**src/rtl/cpld_link_pkg.sv**
```systemverilog
// Shared definitions for the CPLD serial link: FSM states, segment layout
// and the hex-to-7-segment lookup table.
package cpld_link_pkg;

  typedef enum logic [1:0] {
    ST_IDLE  = 2'd0,
    ST_LOAD  = 2'd1,
    ST_SHIFT = 2'd2,
    ST_LATCH = 2'd3
  } state_t;

  // Bit positions inside the active-high segment byte {dp,g,f,e,d,c,b,a}
  localparam int SEG_A  = 0;
  localparam int SEG_B  = 1;
  localparam int SEG_C  = 2;
  localparam int SEG_D  = 3;
  localparam int SEG_E  = 4;
  localparam int SEG_F  = 5;
  localparam int SEG_G  = 6;
  localparam int SEG_DP = 7;

  // Hex digit 0..F to segment pattern, dp bit clear
  localparam logic [7:0] SEG_TABLE [16] = '{
    8'h3F, 8'h06, 8'h5B, 8'h4F, 8'h66, 8'h6D, 8'h7D, 8'h07,
    8'h7F, 8'h6F, 8'h77, 8'h7C, 8'h39, 8'h5E, 8'h79, 8'h71
  };

  function automatic int max_int(input int a, input int b);
    return (a > b) ? a : b;
  endfunction

endpackage

```
**src/rtl/cpld_serial_link_seg7_encode.sv**
```systemverilog
// Hex nibble plus decimal point to active-high segment byte; blank wins
// over everything, including the decimal point.
module seg7_encode
  import cpld_link_pkg::*;
(
  input  logic [3:0] nibble,
  input  logic       dp,
  input  logic       blank,
  output logic [7:0] seg
);

  // Table lookup, then overlay dp; blank forces the whole byte off
  always_comb begin
    seg = 8'h00;
    if (!blank) begin
      seg         = SEG_TABLE[nibble];
      seg[SEG_DP] = dp;
    end
  end

endmodule

```
**src/rtl/cpld_serial_link.sv**
```systemverilog
// Serial link to an I/O CPLD: each frame shifts out {digit one-hot, segment
// byte, LEDs} LSB first while shifting switch bits in, then pulses a latch
// strobe. Digits are multiplexed one per frame.
module cpld_serial_link
  import cpld_link_pkg::*;
#(
  parameter int CLK_DIV = 2048,
  parameter int N_DIG   = 2,
  parameter int LED_W   = 8,
  parameter int SW_W    = 8
) (
  input  logic               clk,
  input  logic               rst,
  input  logic               en,
  input  logic [4*N_DIG-1:0] seg_val,
  input  logic [N_DIG-1:0]   dp,
  input  logic [N_DIG-1:0]   blank,
  input  logic [LED_W-1:0]   led,
  output logic [SW_W-1:0]    sw,
  output logic               sw_valid,
  output logic               sw_changed,
  output logic               frame_done,
  output logic               busy,
  output logic               cpld_clk,
  output logic               cpld_ld,
  output logic               cpld_mosi,
  input  logic               cpld_miso
);

  localparam int OUT_W   = N_DIG + 8 + LED_W;
  localparam int FRAME_W = max_int(OUT_W, SW_W);
  localparam int DIV_W   = (CLK_DIV > 1) ? $clog2(CLK_DIV) : 1;
  localparam int TICK_W  = $clog2(2 * FRAME_W);
  localparam int DIG_W   = (N_DIG > 1) ? $clog2(N_DIG) : 1;

  localparam logic [DIV_W-1:0]  DIV_LAST   = DIV_W'(CLK_DIV - 1);
  localparam logic [TICK_W-1:0] SHIFT_LAST = TICK_W'(2 * FRAME_W - 1);
  localparam logic [TICK_W-1:0] LATCH_LAST = TICK_W'(1);
  localparam logic [DIG_W-1:0]  DIG_LAST   = DIG_W'(N_DIG - 1);

  state_t              state_reg, state_next;
  logic [DIV_W-1:0]    div_cnt_reg;
  logic [TICK_W-1:0]   tick_cnt_reg;
  logic [DIG_W-1:0]    dig_idx_reg;
  logic                sclk_reg;
  logic                mosi_reg;
  logic [FRAME_W-1:0]  tx_reg;
  logic [FRAME_W-1:0]  rx_reg;
  logic [SW_W-1:0]     sw_reg;
  logic                sw_valid_reg;
  logic                sw_changed_reg;
  logic                frame_done_reg;
  logic                have_ref_reg;

  logic                tick;
  logic [N_DIG-1:0]    dig_onehot;
  logic [3:0]          nib_sel;
  logic                dp_sel;
  logic                blank_sel;
  logic [7:0]          seg_byte;
  logic [OUT_W-1:0]    out_word;
  logic [FRAME_W-1:0]  frame_word;

  // One-hot digit select decoded from the current digit index
  genvar gi;
  generate
    for (gi = 0; gi < N_DIG; gi++) begin : g_dig
      assign dig_onehot[gi] = (dig_idx_reg == DIG_W'(gi));
    end
  endgenerate

  // Pick the nibble, dp and blank of the digit being sent this frame
  always_comb begin
    nib_sel   = 4'h0;
    dp_sel    = 1'b0;
    blank_sel = 1'b0;
    for (int i = 0; i < N_DIG; i++) begin
      if (dig_onehot[i]) begin
        nib_sel   = seg_val[4*i +: 4];
        dp_sel    = dp[i];
        blank_sel = blank[i];
      end
    end
  end

  seg7_encode u_seg7 (
    .nibble (nib_sel),
    .dp     (dp_sel),
    .blank  (blank_sel),
    .seg    (seg_byte)
  );

  assign out_word   = {dig_onehot, seg_byte, led};
  assign frame_word = FRAME_W'(out_word);
  assign tick       = (div_cnt_reg == DIV_LAST);

  // FSM state register
  always_ff @(posedge clk) begin
    if (rst) state_reg <= ST_IDLE;
    else     state_reg <= state_next;
  end

  // Next-state logic plus state-decoded outputs
  always_comb begin
    state_next = state_reg;
    busy       = (state_reg != ST_IDLE);
    cpld_ld    = (state_reg == ST_LATCH);
    case (state_reg)
      ST_IDLE:  if (en) state_next = ST_LOAD;
      ST_LOAD:  state_next = ST_SHIFT;
      ST_SHIFT: if (tick && tick_cnt_reg == SHIFT_LAST) state_next = ST_LATCH;
      ST_LATCH: if (tick && tick_cnt_reg == LATCH_LAST) state_next = en ? ST_LOAD : ST_IDLE;
      default:  state_next = ST_IDLE;
    endcase
  end

  // Divider, tick counter, shift registers, digit index and result pulses
  always_ff @(posedge clk) begin
    if (rst) begin
      div_cnt_reg    <= '0;
      tick_cnt_reg   <= '0;
      dig_idx_reg    <= '0;
      sclk_reg       <= 1'b0;
      mosi_reg       <= 1'b0;
      tx_reg         <= '0;
      rx_reg         <= '0;
      sw_reg         <= '0;
      sw_valid_reg   <= 1'b0;
      sw_changed_reg <= 1'b0;
      frame_done_reg <= 1'b0;
      have_ref_reg   <= 1'b0;
    end else begin
      sw_valid_reg   <= 1'b0;
      sw_changed_reg <= 1'b0;
      frame_done_reg <= 1'b0;
      case (state_reg)
        ST_IDLE: begin
          div_cnt_reg  <= '0;
          tick_cnt_reg <= '0;
          sclk_reg     <= 1'b0;
          mosi_reg     <= 1'b0;
        end
        ST_LOAD: begin
          // Snapshot the inputs: bit0 goes out now, the rest wait in tx_reg
          div_cnt_reg  <= '0;
          tick_cnt_reg <= '0;
          sclk_reg     <= 1'b0;
          mosi_reg     <= frame_word[0];
          tx_reg       <= frame_word >> 1;
          rx_reg       <= '0;
        end
        ST_SHIFT: begin
          div_cnt_reg <= tick ? '0 : div_cnt_reg + 1'b1;
          if (tick) begin
            sclk_reg     <= ~sclk_reg;
            tick_cnt_reg <= (tick_cnt_reg == SHIFT_LAST) ? '0 : tick_cnt_reg + 1'b1;
            if (!sclk_reg) begin
              // Rising edge: first sample ends up in bit 0 after FRAME_W samples
              rx_reg <= {cpld_miso, rx_reg[FRAME_W-1:1]};
            end else begin
              // Falling edge: present the next bit (zeros once the frame is exhausted)
              mosi_reg <= tx_reg[0];
              tx_reg   <= tx_reg >> 1;
            end
          end
        end
        ST_LATCH: begin
          div_cnt_reg <= tick ? '0 : div_cnt_reg + 1'b1;
          sclk_reg    <= 1'b0;
          if (tick) begin
            tick_cnt_reg <= tick_cnt_reg + 1'b1;
            if (tick_cnt_reg == LATCH_LAST) begin
              tick_cnt_reg   <= '0;
              sw_reg         <= rx_reg[SW_W-1:0];
              sw_valid_reg   <= 1'b1;
              frame_done_reg <= 1'b1;
              // The first word after reset only establishes the reference
              sw_changed_reg <= have_ref_reg && (rx_reg[SW_W-1:0] != sw_reg);
              have_ref_reg   <= 1'b1;
              dig_idx_reg    <= (dig_idx_reg == DIG_LAST) ? '0 : dig_idx_reg + 1'b1;
            end
          end
        end
        default: ;
      endcase
    end
  end

  assign sw         = sw_reg;
  assign sw_valid   = sw_valid_reg;
  assign sw_changed = sw_changed_reg;
  assign frame_done = frame_done_reg;
  assign cpld_clk   = sclk_reg;
  assign cpld_mosi  = mosi_reg;

endmodule

```
**config.mk**
```make
export PLATFORM = sky130hd
export DESIGN_NAME = cpld_serial_link
export DESIGN_NICKNAME = d
export VERILOG_FILES = /design/src/rtl/cpld_link_pkg.sv /design/src/rtl/cpld_serial_link_seg7_encode.sv /design/src/rtl/cpld_serial_link.sv
export SDC_FILE = /design/constraint.sdc
export NUM_CORES = 1
export LEC_CHECK = 0
export CORE_MARGIN = 4
export CORE_UTILIZATION = 59
export CTS_CLUSTER_DIAMETER = 80
export DETAILED_ROUTE_END_ITERATION = 12
export PLACE_DENSITY = 0.83
export SETUP_SLACK_MARGIN = 0.5
export SKIP_CTS_REPAIR_TIMING = 1
export SKIP_LAST_GASP = 1
export SLEW_MARGIN = 20
export SYNTH_ARGS = -nofsm -noshare
export SYNTH_HDL_FRONTEND = slang
export SYNTH_HIERARCHICAL = 1
export SYNTH_SLANG_ARGS = --single-unit
```
**constraint.sdc**
```tcl
create_clock -name clk -period 5.6 [get_ports clk]
set_input_delay 0.56 -clock clk [delete_from_list [all_inputs] [get_ports clk]]
set_output_delay 0.56 -clock clk [all_outputs]
set_load 0.005 [all_outputs]
```
==> results of run 1 <==
## critical path: cells and delay by family (launching register included)
kind | cells | cell delay, ns
DFF | 1 | 0.34
and+or+nand+nor | 2 | 0.92
AOI/OAI and AO/OA | 2 | 0.51
buffers and inverters | 2 | 0.51
adders and majority gates | 1 | 0.17
## cells in the mapped netlist (2+ instances only)
cell type   n  area (um2)
dfxtp_1    68        1360
nor2_1     55         206
mux2i_1    29         290
nand3_1    28         140
nand2_1    26        97.6
a21oi_1    24         120
a211oi_2   15         188
ha_1       15         188
inv_1      12        45.0
xnor2_1    12         105
clkbuf_1   10        37.5
mux2_2      7        78.8
a211oi_1    5        37.5
xor2_1      5        43.8
and3_1      4        25.0
buf_2       4        20.0
nand4_1     4        25.0
nor2b_1     4        25.0
nor3_1      4        20.0
o21ai_0     4        20.0
or3_1       4        25.0
a221oi_1    3        26.3
buf_4       3        22.5
clkbuf_8    3        41.3
nor2_4      3        33.8
a31o_2      2        17.5
## cell usage in the layout (no fill, tap or decap), types with 2 or more instances in the layout
master,instances
a31o_2,2
xnor2_1,12
inv_1,12
bufinv_16,2
nand3_1,28
a21oi_1,24
o21ai_0,4
a211oi_1,5
nor2b_1,4
a211oi_2,15
nor3_1,4
clkbuf_8,10
mux2i_1,29
dfxtp_1,68
mux2_2,7
and3_1,4
nand2_1,26
a221oi_1,3
nor2_4,3
or3_1,4
nand4_1,4
nor2_1,55
buf_4,2
xor2_1,5
clkdlybuf4s50_1,37
clkinv_4,3
ha_1,15
## power groups by stage
stage          combinational [uW]  clock [uW]  sequential [uW]
2_1_floorplan                 400           0              584
3_5_place_dp                  473           0              596
3_3_place_gp                  457           0              592
4_1_cts                       477         471              585
6_report                      472         462              585
5_1_grt                       530         497              593
## stage by stage
stage               instance area (um2)  total power, uW  hold WS [ns]
global route                       4110             1620         0.490
detailed placement                 3880             1070         0.448
floorplan                          3540              984         0.426
CTS                                4110             1530         0.458
finish                             4110             1520         0.463
global placement                   3880             1050         0.440
## final cells by class
class                           count  share of cell area
Tap cell                           72              0.0219
Sequential cell                    68               0.331
Inverter                           12              0.0109
Clock buffer                       10              0.0335
Timing Repair Buffer               40              0.0949
Multi-Input combinational cell    279               0.485
Clock inverter                      6              0.0231
## layer usage
metal	share of wire	vias to the layer above	routed length, um	global-route usage
met1	0.43	1309	3070	0.241
met3	0.054	6	385	0.0602
met5	0	-	0	0
met4	0.0077	0	55	0.0633
li1	-	1403	-	-
met2	0.51	72	3590	0.364
## kinds of logic after synthesis
group / Yosys count
simple gates: 145
compound gates: 65
flops: 68
buf+inv: 34
mux: 37
xor+xnor: 17
fa+ha+maj: 15
## worst min-delay path by stage
stage                     slack (ns)             end
after global placement          0.44  div_cnt_reg[0]
final                           0.46      rx_reg[12]
after floorplan                 0.43  div_cnt_reg[0]
after detailed placement        0.45      rx_reg[14]
after CTS                       0.46      rx_reg[12]
after global routing            0.49      rx_reg[16]
==> impl_metrics.ini, run 1 <==
[pwr]
p_clk_frac = 0.304
p_int_uw = 1010
power_density_nw_per_um2 = 369
power_switching_uw = 510
vdd_drop_max_uv = 254
pwr-share-comb = 0.311
p_seq_frac = 0.385
switching_share = 0.336
leakagePower_uw = 0.00143

[synth]
syn_area_per_cell_um2 = 9.28
synthXorXnorAreaFrac = 0.0421
syn-cell-area_um2 = 3540
synth_compound_area_frac = 0.152
synthArstFlopShare = 0
synth.mux.area_fraction = 0.111
ys_ff_latch = 68
synth_simple_gate_area_share = 0.206
ys_warn_count = 6
synth_top_family_by_area = simple AND/OR/NAND/NOR gates
netlist-cell-type-count = 54
synthAdderAreaFrac = 0.0531
synth_edf_count = 0
yosys_most_used_dff = dfxtp_1
syn_nets = 420
yosysSeqAreaShare = 0.385
syn_inst = 381

[finish]
multi_input_area_um2 = 1990
post-route-util = 0.725
final_cells = 487
insertedDiodeCount = 0
syn2layout_area_growth_pct = 16.3
nets = 449
largest_register_ffs = 18
regArea_um2 = 1360
fillers = 443
drive_above_1_share = 0.142

[sta]
rsz0062_at_grt = false
max_slew_margin = 0.377
slew_viol_final = 0
setup_slack_ns = 2.98
worst_pin_slew_ns = 0.931
post-route-min-period_ns = 2.62
timing.final.crit_share = 0.468
finalSetupViolCount = 0
fin_tns_setup_ns = 0
clock.fmax_mhz = 381
fin_skew_ns = 0.0165
finalHoldViolCount = 0

[worst_setup_path]
crit_path_end_kind = register
worstPathMaxFanout = 33
critPathMaxStageDelay_ns = 0.66
worstReg2RegEnd = tx_reg[13]
crit_start = state_reg[0]
critPathRequiredTime_ns = 5.78
crit_path_top_delay_cell = nand2b_1
reg2reg_depth = 7
critPathKind = reg2reg
r2r_start = state_reg[0]
cp.arrival_ns = 2.80
start_kind = register
reg2reg_slack_ns = 2.98
endpoint = tx_reg[13]
cp_cell_sequence = inv_1 > ha_1 > buf_4 > nand2b_1 > o21ai_4 > nor2_1 > a211oi_2

[placed_design]
dp_hpwl_um = 4810
pre_cts_ws_ns = 2.99
port_buffers = 38
place_congestion = 0.750
dp.cells = 471

[floorplan]
ios = 39
design.core.area_um2 = 5680
die_w_um = 85.4
die_area_um2 = 7300
fp-row-count = 27
die_h_um = 85.4
initial_core_util = 0.623

[cts]
cts_tree = yes
cts-root-buf = clkbuf_8
clk_pin_slew_ns = 0.08
cts_max_level = 3
clock_latency_ns = 0.35
cts_buffers = 9
cts.sinks = 68
cts_buffer_depth = 2

[detailed_routing]
via_count = 2790
firstDrtPassIters = 4
ant_nets = 0
drtIter0Drc = 190
drc_errors = 0
wl_per_cell_um = 14.6
routed_wl_um = 7100
vias_per_cell = 5.73

[grt]
grt_pass1_vias = 2746
grt.total_usage = 0.207
antenna_found_initial = 0
grt_pass1_wl_um = 12300
grt-ovfl-total = 0
grt_max_degree = 60

[status]
status = completed

[min_path]
hold_class = reg2reg
hp-start = rx_reg[13]
holdPathStages = 2

[run]
cap_violations = 0
Note: power is estimated with default switching activity, not from simulation.
==> run 2, diff against run 1 <==
--- a/config.mk
+++ b/config.mk
@@ -6,10 +6,10 @@
 export NUM_CORES = 1
 export LEC_CHECK = 0
 export CORE_MARGIN = 4
-export CORE_UTILIZATION = 59
+export CORE_UTILIZATION = 56
 export CTS_CLUSTER_DIAMETER = 80
 export DETAILED_ROUTE_END_ITERATION = 12
-export PLACE_DENSITY = 0.83
+export PLACE_DENSITY = 0.79
 export SETUP_SLACK_MARGIN = 0.5
 export SKIP_CTS_REPAIR_TIMING = 1
 export SKIP_LAST_GASP = 1
==> constraint.sdc (replaced) <==
create_clock -name clk -period 2.57 [get_ports clk]
set_input_delay 0.257 -clock clk [delete_from_list [all_inputs] [get_ports clk]]
set_output_delay 0.257 -clock clk [all_outputs]
set_load 0.005 [all_outputs]
==> impl_metrics.ini, run 2 (synthesis results as in run 1) <==
[status]
status = completed

[worst_setup_path]
critPathRequiredTime_ns = 2.83
crit_start = dig_idx_reg
r2r_start = dig_idx_reg
critPathKind = reg2reg
start_kind = register
crit_path_end_kind = register
cp.arrival_ns = 2.23
worstPathMaxFanout = 5

[grt]
grt-ovfl-total = 0
grt_max_degree = 59
grt.total_usage = 0.187
grt_pass1_wl_um = 11500
grt_pass1_vias = 2670
antenna_found_initial = 0

[cts]
cts-root-buf = clkbuf_8
clock_latency_ns = 0.34
cts_tree = yes
clk_pin_slew_ns = 0.07
cts_buffer_depth = 2
cts.sinks = 68
cts_buffers = 9
cts_max_level = 3

[finish]
regArea_um2 = 1360
nets = 453
final_common_cell = dfxtp_1
final_cells = 494
layout_common_cells = 67 x dfxtp_1, 55 x nor2_1, 37 x clkdlybuf4s50_1
insertedDiodeCount = 0
syn2layout_area_growth_pct = 18.0
multi_input_area_um2 = 2020
largest_register_ffs = 18
fin_area_um2 = 4180
drive_above_1_share = 0.165
fillers = 476

[sta]
post-route-min-period_ns = 1.97
finalHoldViolCount = 0
fin_skew_ns = 0.00681
worst_pin_slew_ns = 0.655
max_slew_margin = 0.563
rsz0062_at_grt = true
finalSetupViolCount = 0
timing.final.crit_share = 0.767
clock.fmax_mhz = 507
slew_viol_final = 0
fin_tns_setup_ns = 0

[floorplan]
die_area_um2 = 7650
die_h_um = 87.5
die_w_um = 87.5
fp-row-count = 28
ios = 39
design.core.area_um2 = 6030
initial_core_util = 0.587

[detailed_routing]
wl_per_cell_um = 13.6
drtIter0Drc = 156
via_count = 2736
ant_nets = 0
routed_wl_um = 6710
firstDrtPassIters = 4
vias_per_cell = 5.54
drc_errors = 0

[pwr]
power_uw = 3350
vdd_drop_max_uv = 508
leakagePower_uw = 0.00145
power_density_nw_per_um2 = 802

[placed_design]
place_congestion = 0.758
port_buffers = 38
dp.cells = 477
dp_hpwl_um = 4620
dpl_cell_area_um2 = 3910

[min_path]
hp-start = rst
hold_class = in2reg

[run]
cap_violations = 0
[run 2: cell types whose count changed in the layout (fill, tap and decap cells not counted), moves of 2 or more]
| cell | delta |
|---|---|
| inv_1 | -2 |
| ha_2 | +3 |
| clkinv_2 | +2 |
| ha_1 | -3 |
| buf_4 | +3 |
| inv_2 | +2 |
[run 2: final timing paths]
| check | end | slack, ns | depth (start not counted) |
|---|---|---|---|
| worst max-delay path | tx_reg[10] | 0.60 | 8 |
| worst min register to register | rx_reg[10] | 0.46 | 2 |
| worst min-delay path | div_cnt_reg[1] | 0.32 | 3 |
| worst max register to register | tx_reg[10] | 0.60 | 8 |
[run 2: through the flow]
step / hold WS, ns / setup WS (ns) / util
after global placement: 0.438 / 0.355 / 0.648
after floorplan: 0.395 / 0.537 / -
final: 0.319 / 0.599 / 0.693
after CTS: 0.310 / 0.461 / 0.686
after global routing: 0.356 / 0.446 / 0.693
after detailed placement: 0.449 / 0.286 / 0.648
[run 2: report_power, final]
part / internal (uW) / switching, uW
combinational: 484 / 613
sequential: 1190 / 87.4
clock: 572 / 405
[run 2: worst max-delay path: stages (launching register included)]
cell and delay (ns):
dfxtp_2 0.38, mux2_2 0.40, inv_2 0.10, ha_1 0.12, inv_1 0.04, mux4_2 0.45, nor2_1 0.10, mux2i_1 0.09
a211oi_2 0.22
[run 2: final cells by class]
class	count	share of cell area
well taps	75	0.0225
clock buffers	10	0.0330
inverters	12	0.0108
clock inverters	6	0.0210
flip-flops and latches	68	0.326
repair buffers	44	0.102
multi-input cells	279	0.485
[run 2: layer usage]
metal | wire length [um] | GRT usage | vias up
met5 | 0 | 0 | -
met4 | 91 | 0.0711 | 0
met3 | 311 | 0.0482 | 8
met2 | 3150 | 0.312 | 45
met1 | 3150 | 0.230 | 1276
li1 | - | - | 1407
